### src/rtl/port_wr_admit.sv
// Write-side admission control for one port: per-priority and port-wide packet occupancy counters.
// Optional macro PORT_WR_ADMIT_WATERMARK_EN adds a per-queue almost-full watermark output.
module port_wr_admit #(
    parameter int DEPTH = 32,
    parameter int TOTAL = 128
) (
    input  logic       clk,
    input  logic       rst_n,
    input  logic       wr_valid,
    input  logic [2:0] wr_prior,
    output logic       wr_accept,
    output logic       wr_drop,
    output logic [2:0] wr_drop_prior,
    input  logic       next,
    input  logic [2:0] rd_prior,
    output logic [7:0] queue_available,
    output logic       deq_err,
    output logic [7:0] total_cnt
`ifdef PORT_WR_ADMIT_WATERMARK_EN
    ,
    input  logic [5:0] wm_thresh,
    output logic [7:0] queue_almost_full
`endif
);

    localparam logic [5:0] DEPTH_C = 6'(DEPTH);
    localparam logic [7:0] TOTAL_C = 8'(TOTAL);

    logic [5:0] r_cnt [8];
    logic [7:0] r_total;
    logic       r_accept;
    logic       r_drop;
    logic [2:0] r_drop_prior;
    logic       r_deq_err;

    logic       w_deq_valid;
    logic       w_q_room;
    logic       w_t_room;
    logic       w_admit;
    logic [7:0] w_inc;
    logic [7:0] w_dec;
    logic [5:0] w_cnt_nxt [8];
    logic [7:0] w_total_nxt;

    // Admission decision; a same-cycle valid dequeue frees the slot it vacates.
    always_comb begin
        w_deq_valid = next & (r_cnt[rd_prior] != 6'd0);
        w_q_room    = (r_cnt[wr_prior] < DEPTH_C) | (w_deq_valid & (rd_prior == wr_prior));
        w_t_room    = (r_total < TOTAL_C) | w_deq_valid;
        w_admit     = wr_valid & w_q_room & w_t_room;
    end

    // Next occupancy per queue; enqueue and dequeue on the same queue cancel.
    always_comb begin
        w_inc = 8'd0;
        w_dec = 8'd0;
        for (int i = 0; i < 8; i++) begin
            w_inc[i] = w_admit & (wr_prior == 3'(i));
            w_dec[i] = w_deq_valid & (rd_prior == 3'(i));
            if (w_inc[i] && !w_dec[i]) begin
                w_cnt_nxt[i] = r_cnt[i] + 6'd1;
            end else if (!w_inc[i] && w_dec[i]) begin
                w_cnt_nxt[i] = r_cnt[i] - 6'd1;
            end else begin
                w_cnt_nxt[i] = r_cnt[i];
            end
        end
    end

    // Next port-wide occupancy.
    always_comb begin
        case ({w_admit, w_deq_valid})
            2'b10:   w_total_nxt = r_total + 8'd1;
            2'b01:   w_total_nxt = r_total - 8'd1;
            default: w_total_nxt = r_total;
        endcase
    end

    // Counter state and registered status pulses.
    always_ff @(posedge clk) begin
        if (!rst_n) begin
            for (int i = 0; i < 8; i++) begin
                r_cnt[i] <= 6'd0;
            end
            r_total      <= 8'd0;
            r_accept     <= 1'b0;
            r_drop       <= 1'b0;
            r_drop_prior <= 3'd0;
            r_deq_err    <= 1'b0;
        end else begin
            for (int i = 0; i < 8; i++) begin
                r_cnt[i] <= w_cnt_nxt[i];
            end
            r_total      <= w_total_nxt;
            r_accept     <= w_admit;
            r_drop       <= wr_valid & ~w_admit;
            r_drop_prior <= (wr_valid & ~w_admit) ? wr_prior : 3'd0;
            r_deq_err    <= next & ~w_deq_valid;
        end
    end

    // Occupancy flags come straight off the counters, no extra stage.
    always_comb begin
        for (int i = 0; i < 8; i++) begin
            queue_available[i] = (r_cnt[i] != 6'd0);
        end
    end

`ifdef PORT_WR_ADMIT_WATERMARK_EN
    // Watermark flags, also straight off the counters.
    always_comb begin
        for (int i = 0; i < 8; i++) begin
            queue_almost_full[i] = (r_cnt[i] >= wm_thresh);
        end
    end
`endif

    assign wr_accept     = r_accept;
    assign wr_drop       = r_drop;
    assign wr_drop_prior = r_drop_prior;
    assign deq_err       = r_deq_err;
    assign total_cnt     = r_total;

endmodule

### config.mk
export PLATFORM = sky130hd
export DESIGN_NAME = port_wr_admit
export DESIGN_NICKNAME = d
export VERILOG_FILES = /design/src/rtl/port_wr_admit.sv
export SDC_FILE = /design/constraint.sdc
export NUM_CORES = 1
export LEC_CHECK = 0
export BUFFER_PORTS_ARGS = -buffer_cell sky130_fd_sc_hd__buf_4
export CORE_ASPECT_RATIO = 1.75
export CORE_MARGIN = 3
export CORE_UTILIZATION = 28
export CTS_CLUSTER_DIAMETER = 120
export CTS_CLUSTER_SIZE = 40
export DETAILED_ROUTE_END_ITERATION = 10
export SYNTH_ARGS = -nofsm -noshare
export SYNTH_HDL_FRONTEND = slang
export SYNTH_SLANG_ARGS = --single-unit
### constraint.sdc
create_clock -name clk -period 7.75 [get_ports clk]
set_input_delay 0 -clock clk [delete_from_list [all_inputs] [get_ports clk]]
set_output_delay 0 -clock clk [all_outputs]
set_load 0.01 [all_outputs]
# Word level (Yosys, flattened, before mapping)
# Memory sizes are Yosys's and may differ from the RTL's.
# Index checks and enable logic that the tools add are counted.
# Widths: inputs -> output; s select.
# op_classes
n_addsub	18
order_cmp	2
n_eq_ne	17
muxes	27
bitwise	34
reduce_logical	45
# op_table
operator	count
$mux 6	24
$reduce_bool 6->1	9
$add 6x1->6 const B	8
$sub 6x1->6 const B	8
$eq 3x3->1 const B	8
$and 1x1->1	22
$logic_and 1x1->1	16
$logic_not 1->1	16
$pmux 8 s2	1
$eq 3x2->1 const B	4
$or 1x1->1	10
$add 8x1->8 const B	1
$lt 8x8->1 const B	1
$sub 8x1->8 const B	1
$eq 3x1->1 const B	2
$logic_not 3->1	2
$lt 6x6->1 const B	1
$eq 3x3->1	1
$eq 2x1->1 const B	1
$eq 2x2->1 const B	1
$mux 1	2
$not 1->1	2
$reduce_and 2->1	1
$reduce_bool 2->1	1
# word_totals
register_bits	14
ramBits	48
input_bits	10
out_inout_bits	22
elab_cells	149
n_memories	1
# memory_table
memory	words	width	read_ports	rd_clocked_by_memory_dff	write_ports	line_no	text
r_cnt	8	6	10	0	8	29	logic [5:0] r_cnt [8];

# Depth between registers and ports, before layout
# An unclocked memory read counts as a cell.
# depth
depth_word	13
depth_mapped	16
depth_no_buf	16

# Worst setup path before layout
# No wires, ideal clock.
# synth_timing
path_kind	flip-flop to flip-flop
start	memory r_cnt[2][0]
end	memory r_cnt[5][5]
setup_ns	0.115
arrival_time_ns	3.326
required_time_ns	7.635
setup_slack_ns	4.309
path_stages_with_launch	16
path_buffers	0
period_less_slack_ns	3.441
path_cell_list	dfxtp_1 -> nor4_1 -> and3_1 -> o21ai_0 -> and4_4 -> nand3_1 -> a2111oi_1 -> ha_1 -> inv_1 -> ha_1 -> a21o_1 -> a21o_1 -> a211o_1 -> o211ai_1 -> xor2_1 -> and2_1
# synth_rtl
element	line_no
start: declaration	29

==> run summary <==
DIE HEIGHT = 174 microns
final max-slew violation count = 0
top-area cell type share of the netlist area = 27.4%
detailed-route vias per instance = 5.15
final setup margin = 3.57 ns
final net count = 619
placed cell area = 0.00493 sq mm
Starting DRT DRC Count = 151
Min-Delay Path Depth = 3
# DRC = 0
Post-CTS Setup Bufs = 0
final setup fails = 0
max_cap viols = 0
Synth Warn # = 0
post-DP HPWL = 8.13 mm
drt wl/cell = 14.6 microns
Longest Clk Path Bufs = 2
vias in the first global route = 3955
CP endpoint kind = flip-flop
Seq cells post-synth = 62
cts bufs inserted = 9
synth unique cells = 45
fin crit period = 4.18 ns
layout cells sized above 1 = 9.68%
Worst Clk Skew = 0.00618 ns
vias = 3833
Reg2Reg Depth = 15
pin count of the biggest net entering global routing = 62
peak supply drop = 0.111 mV
Total Wirelength = 10.9 mm
Flop pwr share = 32.1%
final hold violation count = 0
post-CTS resize count = 0
post-synthesis instance total = 525
crit path DAT = 4.41 ns
Switching Share = 30.5%
CTS tree = yes
Comb pwr share = 30.0%
clock sinks = 62
status = completed
global-route wire length before repair = 18.3 mm
syn nets = 591
setup TNS = 0 ns
post-synth top area cell = dfxtp_1
Critical R2R Capture = r_cnt[2][5]$_SDFFE_PN0P_
All-Layer GR Usage = 12.8%
CP Capture Point = r_cnt[2][5]$_SDFFE_PN0P_
CTS H-Tree Depth = 3
final instance area = 0.00529 sq mm
synthesized area per cell = 8.63 sq um
row count = 60
I/O Pins = 32
Net Switching = 363 uW
Post-DRT Antenna Nets = 0
Post-synth ARST share = 0%
synthesized cell area = 0.00453 sq mm
reg2reg start = r_cnt[0][0]$_SDFFE_PN0P_
Clock power frac = 37.9%
IO buf count = 31
worst reg-to-reg setup slack = 3.57 ns
die area = 0.0178 sq mm
HP Class = in -> reg
CTS root buffer = clkbuf_16
Critical Path Source = r_cnt[0][0]$_SDFFE_PN0P_
internal power = 829 uW
EDFF count, synth = 0
Chip Width = 102 microns
sequential fraction of the synthesis area = 27.4%
Least-Margin Pin Slew = 0.547 ns
Area contributors post-synth = dfxtp_1 (27%), ha_1 (13%), and2_1 (5.9%)
antenna violations before repair = 0
clk slew on worst S/H paths = 0.05 ns
Final period util = 54.0%
Slew headroom = 63.5%
gp weighted congestion = 0.807
power per cell area = 225 mW/mm^2
Placement Setup Slack = 3.61 ns
grt ovf = 0
Synth Flop Type = dfxtp_1
highest clock rate = 239 MHz
Skew-Pair Late Insertion Delay = 0.33 ns
P_leak = 0.00231 uW
RSZ-0062 raised after global routing = no
Initial Util = 29.0%
WS Path Type = reg -> reg
ant diodes = 0
maximum fanout along the worst path = 9
Core Region = 0.0156 sq mm
Area Growth Syn to Fin = 16.8%
Crit path required time = 7.97 ns
crit start category = flip-flop
Initial DRT Pass Iterations = 7
-- state kept, by name, summed over array words and instances (netlist names) --
name and flops:
wr_drop 1, wr_accept 1, r_cnt 48, total_cnt 8
wr_drop_prior 3, deq_err 1
-- critical path, cell delays in order (launching register included) --
cell	delay, ns
dfxtp_1	0.41
nor4_1	0.10
and3b_1	0.19
o21ai_0	0.28
and4_4	0.30
nand3_1	0.28
a2111oi_1	0.60
ha_1	0.31
inv_1	0.14
ha_1	0.31
a21o_1	0.20
a21o_1	0.22
a211o_1	0.30
o211ai_1	0.16
xor2_1	0.10
and2_1	0.17
-- power groups by stage --
| stage | registers [uW] | clock network (uW) | logic, uW |
|---|---|---|---|
| floorplan | 384 | 0 | 254 |
| global placement | 388 | 0 | 346 |
| detailed placement | 389 | 0 | 356 |
| CTS | 383 | 464 | 361 |
| global route | 387 | 475 | 402 |
| finish | 383 | 452 | 358 |
-- cells by family (layout without fill, tap and decap cells) --
| kind of cell | Yosys count | in the layout | synth area share [%] |
|---|---|---|---|
| AOI/OAI and AO/OA | 121 | 121 | 17.9 |
| and+or+nand+nor | 185 | 185 | 22.0 |
| muxes | 10 | 10 | 2.76 |
| buffers and inverters | 43 | 76 | 3.73 |
| xor gates and xnor gates | 48 | 48 | 9.27 |
| DFF | 62 | 62 | 27.4 |
| adders and majority gates | 56 | 56 | 16.9 |
-- metal layers --
metal  global-route usage, %  up-vias  share of wire [%]
li1                        -     1922                  -
met1                    13.7     1795                 40
met2                    23.2       86                 53
met3                    2.21       30                3.6
met4                    6.62        0                3.3
met5                       0        -                  0
-- through the flow --
| stage | hold WS, ns | cells | util, % | total power (uW) |
|---|---|---|---|---|
| 2_1_floorplan | 0.114 | 525 | - | 638 |
| 3_3_place_gp | 0.282 | 725 | 31.6 | 734 |
| 3_5_place_dp | 0.283 | 725 | 31.6 | 745 |
| 4_1_cts | 0.161 | 744 | 33.9 | 1210 |
| 5_1_grt | 0.199 | 744 | 33.9 | 1260 |
| 6_report | 0.186 | 744 | 33.9 | 1190 |
-- synth_stat cells, types with 12 or more instances --
master and number:
xor2_1 21, clkbuf_1 16, o211ai_1 12, a21oi_1 24, xnor2_1 27, nor4_1 17
nand2_1 49, and2_1 43, nor2_1 19, dfxtp_1 62, a21o_1 23, o21ai_0 32
nand3_1 12, ha_1 47, inv_1 26
-- final cells by class --
cell class,instances,area [sq um]
clock buffers,13,270
clock inverters,3,65.1
fillers,1598,10300
inverters,26,97.6
multi-input cells,420,3120
flip-flops and latches,62,1240
well taps,186,233
repair buffers,34,263
-- layout by cell type, fill, tap and decap left out, drive strengths merged, types with 21 or more instances in the layout --
| cell type | Yosys | layout |
|---|---|---|
| and2 | 43 | 43 |
| xor2 | 21 | 21 |
| nand2 | 49 | 49 |
| o21ai | 33 | 33 |
| buf | 1 | 31 |
| inv | 26 | 26 |
| dfxtp | 62 | 62 |
| ha | 47 | 47 |
| xnor2 | 27 | 27 |
| a21o | 23 | 23 |
| a21oi | 25 | 25 |
-- repair_timing --
action | in CTS | in global routing
endpoints found under the hold margin | 2 | 0
setup endpoints to repair | 0 | 0
hold buffers | 3 | 0
-- how the worst min path moves through the flow --
stage,start,slack (ns),end
4_1_cts,wr_prior[0],0.16,wr_drop_prior[0]$_SDFF_PN0_
5_1_grt,wr_prior[0],0.20,wr_drop_prior[0]$_SDFF_PN0_
2_1_floorplan,next,0.11,deq_err$_SDFF_PN0_
3_5_place_dp,next,0.28,deq_err$_SDFF_PN0_
3_3_place_gp,next,0.28,deq_err$_SDFF_PN0_
6_report,wr_prior[0],0.19,wr_drop_prior[0]$_SDFF_PN0_
Note: power is estimated with default switching activity, not from simulation.
